`config.mk`:
```
export PLATFORM = sky130hd
export DESIGN_NAME = fifo_fwft
export DESIGN_NICKNAME = d
export VERILOG_FILES = /design/src/rtl/fifo_pkg.sv /design/src/rtl/fifo_ram.sv /design/src/rtl/fifo_fwft.sv
export SDC_FILE = /design/constraint.sdc
export NUM_CORES = 1
export LEC_CHECK = 0
export ABC_AREA = 0
export CAP_MARGIN = 30
export CORE_ASPECT_RATIO = 0.5
export CORE_MARGIN = 2
export CORE_UTILIZATION = 35
export CTS_BUF_LIST = sky130_fd_sc_hd__clkbuf_2 sky130_fd_sc_hd__clkbuf_4 sky130_fd_sc_hd__clkbuf_8
export CTS_CLUSTER_DIAMETER = 100
export CTS_CLUSTER_SIZE = 25
export DETAILED_ROUTE_END_ITERATION = 7
export GPL_ROUTABILITY_DRIVEN = 0
export MAX_ROUTING_LAYER = met4
export PLACE_DENSITY = 0.54
export SETUP_SLACK_MARGIN = 0.5
export SYNTH_ARGS = -nofsm -noshare
export SYNTH_HDL_FRONTEND = slang
export SYNTH_SLANG_ARGS = --single-unit
```
`constraint.sdc`:
```
create_clock -name clk -period 5.5 [get_ports clk]
set_input_delay 0.55 -clock clk [delete_from_list [all_inputs] [get_ports clk]]
set_output_delay 0.55 -clock clk [all_outputs]
set_load 0.005 [all_outputs]
```
`src/rtl/fifo_pkg.sv`:
```
`default_nettype none
// ============================================================================
// Module   : fifo_pkg
// Brief    : Shared defaults and level-width helper for the FWFT FIFO.
// Revision : 1.0
// ============================================================================
package fifo_pkg;

    localparam int DEF_ALEN         = 4;
    localparam int DEF_DLEN         = 8;
    localparam int DEF_AEMPTY_LVL   = 2;
    localparam int DEF_AFULL_MARGIN = 2;

    // One extra bit so a completely full FIFO (DEPTH entries) is representable.
    function automatic int lvl_w(input int alen);
        return alen + 1;
    endfunction

endpackage
`default_nettype wire

```
`src/rtl/fifo_ram.sv`:
```
`default_nettype none
// ============================================================================
// Module   : fifo_ram
// Brief    : Simple dual-port storage, one write port, registered read port.
// Revision : 1.0
// ============================================================================
module fifo_ram #(
    parameter int AW = 4,
    parameter int DW = 8
) (
    input  logic          clk,
    input  logic          i_we,
    input  logic [AW-1:0] i_waddr,
    input  logic [DW-1:0] i_wdata,
    input  logic [AW-1:0] i_raddr,
    output logic [DW-1:0] o_rdata
);

    logic [DW-1:0] mem_q [2**AW];
    logic [DW-1:0] rdata_q;

    // Read-before-write on an address collision; the caller bypasses that case.
    always_ff @(posedge clk) begin
        if (i_we) begin
            mem_q[i_waddr] <= i_wdata;
        end
        rdata_q <= mem_q[i_raddr];
    end

    assign o_rdata = rdata_q;

endmodule
`default_nettype wire

```
`src/rtl/fifo_fwft.sv`:
```
`default_nettype none
// ============================================================================
// Module   : fifo_fwft
// Brief    : First-word-fall-through synchronous FIFO with registered flags.
//            Optional high-water mark enabled by macro FIFO_PEAK_LEVEL_EN.
// Revision : 1.0
// ============================================================================
module fifo_fwft
    import fifo_pkg::*;
#(
    parameter int ALEN       = DEF_ALEN,
    parameter int DLEN       = DEF_DLEN,
    parameter int AFULL_LVL  = (2**ALEN) - DEF_AFULL_MARGIN,
    parameter int AEMPTY_LVL = DEF_AEMPTY_LVL
) (
    input  logic                    clk,
    input  logic                    rstn,
    input  logic                    i_flush,
    input  logic                    i_wen,
    input  logic [DLEN-1:0]         i_wdata,
    output logic                    o_wfull,
    output logic                    o_walmost_full,
    output logic                    o_woverflow,
    input  logic                    i_ren,
    output logic [DLEN-1:0]         o_rdata,
    output logic                    o_rempty,
    output logic                    o_ralmost_empty,
    output logic                    o_runderflow,
    output logic [lvl_w(ALEN)-1:0]  o_level,
    output logic [lvl_w(ALEN)-1:0]  o_peak
);

    localparam int             DEPTH      = 2**ALEN;
    localparam int             LW         = lvl_w(ALEN);
    localparam logic [LW-1:0]  AFULL_THR  = LW'(AFULL_LVL);
    localparam logic [LW-1:0]  AEMPTY_THR = LW'(AEMPTY_LVL);

    generate
        if (!(AEMPTY_LVL > 0 && AEMPTY_LVL < AFULL_LVL && AFULL_LVL <= DEPTH)) begin : g_bad_params
            $error("fifo_fwft: thresholds must satisfy 0 < AEMPTY_LVL < AFULL_LVL <= DEPTH");
        end
    endgenerate

    logic [LW-1:0]   wptr_q, wptr_d, rptr_q, rptr_d, level_q, level_d;
    logic            empty_q, empty_d, full_q, full_d;
    logic            aempty_q, aempty_d, afull_q, afull_d;
    logic            ovf_q, ovf_d, udf_q, udf_d;
    logic            byp_sel_q, byp_sel_d;
    logic [DLEN-1:0] byp_q;
    logic            wr_ok, rd_ok, ram_we;
    logic [DLEN-1:0] ram_rdata;

    always_comb begin
        wr_ok  = i_wen & ~full_q;
        rd_ok  = i_ren & ~empty_q;
        ram_we = wr_ok & ~i_flush;
        if (i_flush) begin
            wptr_d = '0;
            rptr_d = '0;
        end else begin
            wptr_d = wptr_q + {{ALEN{1'b0}}, wr_ok};
            rptr_d = rptr_q + {{ALEN{1'b0}}, rd_ok};
        end
        level_d  = wptr_d - rptr_d;
        empty_d  = (wptr_d == rptr_d);
        full_d   = (wptr_d[ALEN] != rptr_d[ALEN]) && (wptr_d[ALEN-1:0] == rptr_d[ALEN-1:0]);
        afull_d  = (level_d >= AFULL_THR);
        aempty_d = (level_d <= AEMPTY_THR);
        ovf_d    = ~i_flush & i_wen & full_q;
        udf_d    = ~i_flush & i_ren & empty_q;
        // The word landing on the next head slot is not yet visible through the RAM read.
        byp_sel_d = ram_we && (wptr_q[ALEN-1:0] == rptr_d[ALEN-1:0]);
    end

    always_ff @(posedge clk or negedge rstn) begin
        if (!rstn) begin
            wptr_q    <= '0;
            rptr_q    <= '0;
            level_q   <= '0;
            empty_q   <= 1'b1;
            full_q    <= 1'b0;
            aempty_q  <= 1'b1;
            afull_q   <= 1'b0;
            ovf_q     <= 1'b0;
            udf_q     <= 1'b0;
            byp_sel_q <= 1'b0;
            byp_q     <= '0;
        end else begin
            wptr_q    <= wptr_d;
            rptr_q    <= rptr_d;
            level_q   <= level_d;
            empty_q   <= empty_d;
            full_q    <= full_d;
            aempty_q  <= aempty_d;
            afull_q   <= afull_d;
            ovf_q     <= ovf_d;
            udf_q     <= udf_d;
            byp_sel_q <= byp_sel_d;
            byp_q     <= i_wdata;
        end
    end

    fifo_ram #(
        .AW (ALEN),
        .DW (DLEN)
    ) u_ram (
        .clk     (clk),
        .i_we    (ram_we),
        .i_waddr (wptr_q[ALEN-1:0]),
        .i_wdata (i_wdata),
        .i_raddr (rptr_d[ALEN-1:0]),
        .o_rdata (ram_rdata)
    );

`ifdef FIFO_PEAK_LEVEL_EN
    logic [LW-1:0] peak_q;

    always_ff @(posedge clk or negedge rstn) begin
        if (!rstn) begin
            peak_q <= '0;
        end else if (i_flush) begin
            peak_q <= '0;
        end else if (level_q > peak_q) begin
            peak_q <= level_q;
        end
    end

    assign o_peak = peak_q;
`else
    assign o_peak = '0;
`endif

    assign o_rdata         = empty_q ? '0 : (byp_sel_q ? byp_q : ram_rdata);
    assign o_rempty        = empty_q;
    assign o_wfull         = full_q;
    assign o_ralmost_empty = aempty_q;
    assign o_walmost_full  = afull_q;
    assign o_woverflow     = ovf_q;
    assign o_runderflow    = udf_q;
    assign o_level         = level_q;

endmodule
`default_nettype wire

```
==> results.txt <==
After detailed placement, the total cell area comes to 0.007276 mm^2. The total count of hold-check failures in the final report was 0. The number of H-tree levels is 4. Compared with the post-synthesis result, the final layout area differs by 13.49%. The initial antenna violation count is 0. Once detail routing completed, the nets flagged for antenna violations numbered 0. In this run the count of I/O pins placed on the die edge is 37. The via count of the first global-routing pass came to 3636. The pre-CTS worst setup slack is 1.580 ns. The final worst-path setup slack is 1.986 ns. Sorting the synthesized cells by how often they occur yields sky130_fd_sc_hd__edfxtp_1 (128), sky130_fd_sc_hd__nand2_1 (75), sky130_fd_sc_hd__mux2i_1 (32). The internal power of the cells is 2.020 mW. The routed length on met3 is 910 um. The number of endpoints failing setup at the final stage came out at 0. The pin count of the biggest net entering global routing came out at between 40 and 50. After technology mapping, the gate count stands at 491. For this run the aggregate overflow at the end of global routing stands at 0. The async set-reset flop share out of synthesis came out at 18.07%. Global routing used ~16% of the available tracks. The number of buffers inserted by post-CTS setup repair is 0.

The total of flip-flops plus latches after synthesis is around 170. The core area is 0.01866 mm^2. Measured on the finished design, the core utilization comes to between 40% and 50%.

The buffer cell driving the clock tree root is sky130_fd_sc_hd__clkbuf_8. The most used flip-flop cell after synthesis is sky130_fd_sc_hd__edfxtp_1. The count of standard-cell rows is 35.

The sink count of the clock tree came out at 166. The final count of pins violating max slew came out at 0. The hold buffer count at CTS came out at 0.

The multi-input gate area in the final layout came out at 0.001784 mm^2. The routed wire length per instance is about 19 um. The clock latency on the worst-skew pair came out at 0.45 ns. The power per unit of standard cell area came out at 379.1 mW/mm^2. The initial cell density of the core came out at 36.14%. The summed negative setup slack over all endpoints came out at 0 ns.

Once the clock tree was built, the resizer swapped 0 gates to a different size. The worst setup path is captured at a flop. Summed over all nets, the switching power comes to 0.8800 mW. The pre-antenna-repair detailed-routing pass consisted of 5 iterations. Summing all flip-flop and latch instances after layout gives 0.004757 mm^2.

0 antenna diodes ended up in the layout. The total number of nets in the final design came out at 542. The horizontal die dimension is 200.3 um. The run finished with clean final reports. The height of the chip is between 100 and 150 um. The clock-pin slew on the worst setup and hold paths is 0.10 ns. The maximum clock skew at final layout came out at 0.01024 ns.

The worst slew slack as a fraction of its limit is 41.44%. The mapped netlist covers between 0.006 and 0.007 mm^2. The largest fanout on the critical path came out at 41.

The proportion of netlist area held by the largest area contributor came out at 57.02%. Static timing analysis puts the maximum clock frequency at between 200 and 300 MHz. STA classifies the critical path startpoint as a flop. The filler cell count in the final layout came out at 1761.

Counting along the longest clock path gives a buffer depth of 2. For this block, the routed nets add up to 14660 um of wire. The required arrival time at the worst endpoint came out at 5.85 ns. The portion of total power attributed to combinational logic is about a fifth. The peak supply drop is 147.9 uV.

The data arrival time of the critical path came out at 3.86 ns. The detail-routed via count per cell came out at between 4 and 5. The sequential share of power came out at 50.1%. The leading area contributor after synthesis is sky130_fd_sc_hd__edfxtp_1. The most common cell in the synthesized netlist is sky130_fd_sc_hd__edfxtp_1. The via count of the routed design came out at 3812. The tightest min-delay check is of the in2async type. The transition time at the pin with the least slew margin is roughly 0.9 ns. The clock tree from TritonCTS is done. Cells with a size suffix above 1 make up about a tenth of the layout.

The total of buffers placed on input and output ports is 31. A synthesized cell averages 13.73 um^2. The first-pass GRT wire length came out at 22060 um. The number of enable-type register cells in the synthesized netlist came out at roughly 130. The clock network accounts for 28.5% of the total power. Sorting the synthesized cells by area gives the leading types as sky130_fd_sc_hd__edfxtp_1 (57%), sky130_fd_sc_hd__dfrtp_1 (10%), sky130_fd_sc_hd__mux2i_1 (4.8%), sky130_fd_sc_hd__nand2_1 (4.2%), sky130_fd_sc_hd__dfxtp_1 (2.4%). Once layout is done, the placed cells without fillers occupy 0.007651 mm^2. In the detailed route, the total length drawn on met2 is just over 6000 um. The share of the cycle needed by the critical path after routing is between 60% and 70%. During synthesis, Yosys emitted a total of 0 warnings. The DRC violation count after routing is 0. The smallest clock period supported by the final layout is computed as 3.514 ns. The number of clock buffers added by TritonCTS is 17. Synthesis instantiated 38 different standard cells from the library. The critical path in this run is classified as reg2reg. Of the total power, the share spent switching nets is 30.34%. The leakage component of the power came out at about 2.7 nW. The highest layer touched by signal routing is met4. Of the synthesized area, sequential elements account for 70.56%. The placed wire-length estimate after detailed placement came out at ~9000 um.

The routed length on met1 came out at 7464 um. The area enclosed by the die boundary came out at roughly 0.02 mm^2. Setup repair after global routing left no endpoint under its margin. Across the run, the number of max-cap violations was 0.

The power after layout is 2.900 mW. The violation count after the first detailed-routing iteration came out at about 380.
## cell usage in the layout (no fill, tap or decap), types with 2 or more instances in the layout
cell                              count
sky130_fd_sc_hd__mux2i_1             32
sky130_fd_sc_hd__dfrtp_1             28
sky130_fd_sc_hd__nand2b_1             5
sky130_fd_sc_hd__clkbuf_8            17
sky130_fd_sc_hd__inv_6                5
sky130_fd_sc_hd__clkdlybuf4s50_1     31
sky130_fd_sc_hd__dfstp_2              2
sky130_fd_sc_hd__a32oi_1              8
sky130_fd_sc_hd__xor2_2               2
sky130_fd_sc_hd__nand3b_1             2
sky130_fd_sc_hd__clkinv_4             3
sky130_fd_sc_hd__a221oi_1             9
sky130_fd_sc_hd__and2b_1              2
sky130_fd_sc_hd__xnor2_1              5
sky130_fd_sc_hd__nand2_1             75
sky130_fd_sc_hd__nor2b_1             13
sky130_fd_sc_hd__inv_2                2
sky130_fd_sc_hd__nor3_1               5
sky130_fd_sc_hd__buf_2                2
sky130_fd_sc_hd__xor2_1               5
sky130_fd_sc_hd__nor2_2               3
sky130_fd_sc_hd__inv_8                5
sky130_fd_sc_hd__a21oi_1             25
sky130_fd_sc_hd__inv_1                8
sky130_fd_sc_hd__a211oi_1             8
sky130_fd_sc_hd__nor2_1              26
sky130_fd_sc_hd__conb_1               5
sky130_fd_sc_hd__buf_4                7
sky130_fd_sc_hd__edfxtp_1           128
sky130_fd_sc_hd__ha_1                 7
sky130_fd_sc_hd__a31oi_1              8
sky130_fd_sc_hd__nand3_1             29
sky130_fd_sc_hd__dfxtp_1              8
sky130_fd_sc_hd__mux2_4               2
## flip-flops by register name (all words and copies together), names as in the netlist
| name | cells |
|---|---|
| u_ram.mem_q | 128 |
| byp_q | 8 |
| u_ram.o_rdata | 8 |
| o_level | 5 |
| rptr_q | 5 |
| wptr_q | 5 |
| byp_sel_q | 1 |
| o_ralmost_empty | 1 |
| o_rempty | 1 |
| o_runderflow | 1 |
| o_walmost_full | 1 |
| o_wfull | 1 |
| o_woverflow | 1 |
## critical path: stages (launching register included)
cell                        delay [ns]
sky130_fd_sc_hd__dfstp_2          0.69
sky130_fd_sc_hd__nor2b_1          0.09
sky130_fd_sc_hd__ha_2             0.18
sky130_fd_sc_hd__ha_1             0.29
sky130_fd_sc_hd__nor2b_2          0.16
sky130_fd_sc_hd__buf_4            0.25
sky130_fd_sc_hd__inv_2            0.59
sky130_fd_sc_hd__ha_1             0.38
sky130_fd_sc_hd__a221oi_1         0.29
sky130_fd_sc_hd__xnor2_1          0.19
sky130_fd_sc_hd__a2111oi_4        0.30
## final timing paths
path,slack (ns),end,cells past startpoint,start
worst max-delay path,1.99,o_ralmost_empty$_DFF_PN1_,10,o_rempty$_DFF_PN1_
worst min-delay path,0.49,rptr_q[4]$_DFF_PN0_,2,rstn
worst max register to register,1.99,o_ralmost_empty$_DFF_PN1_,10,o_rempty$_DFF_PN1_
worst min register to register,0.52,o_woverflow$_DFF_PN0_,2,o_wfull$_DFF_PN0_
max in group asynchronous,4.69,o_ralmost_empty$_DFF_PN1_,2,rstn
min in group clk,0.52,o_woverflow$_DFF_PN0_,2,o_wfull$_DFF_PN0_
## kinds of logic (layout without fill, tap and decap cells)
| family | Yosys count | in the layout | synth area share (%) |
|---|---|---|---|
| AO/OA/AOI/OAI | 61 | 61 | 6.348 |
| XOR/XNOR | 12 | 12 | 1.782 |
| adder cells (fa/ha/maj) | 9 | 9 | 1.782 |
| buffers and inverters | 44 | 82 | 3.267 |
| flip-flops | 166 | 166 | 70.56 |
| multiplexers | 34 | 34 | 5.197 |
| other | 1 | 5 | 0.05563 |
| AND/OR/NAND/NOR | 164 | 164 | 11.01 |
## area by class of cell
cell class	instances	share of cell area [%]
tap	259	4.235
clock buffer	18	3.156
multi-input combinational	285	23.32
sequential	166	62.17
clock inverter	14	1.750
inverter	10	0.4906
timing repair buffer	40	4.873
## power groups by stage
stage / clock [mW] / sequential (mW) / combinational, mW
floorplan: 0 / 1.46 / 0.405
global placement: 0 / 1.48 / 0.620
detailed placement: 0 / 1.48 / 0.624
CTS: 0.846 / 1.45 / 0.625
global route: 0.897 / 1.46 / 0.675
finish: 0.825 / 1.45 / 0.622
## metal layers
metal,global-route usage [%],vias up
met2,21.82,114
met5,-,-
met1,22.35,1857
met4,4.615,0
li1,-,1831
met3,3.603,10
## through the flow
step                cells  hold WS, ns
floorplan             495       0.2544
global placement      756       0.5105
detailed placement    760       0.5092
CTS                   792       0.4883
global route          792       0.5089
finish                792       0.4929
(Power assumes the default switching activity.)
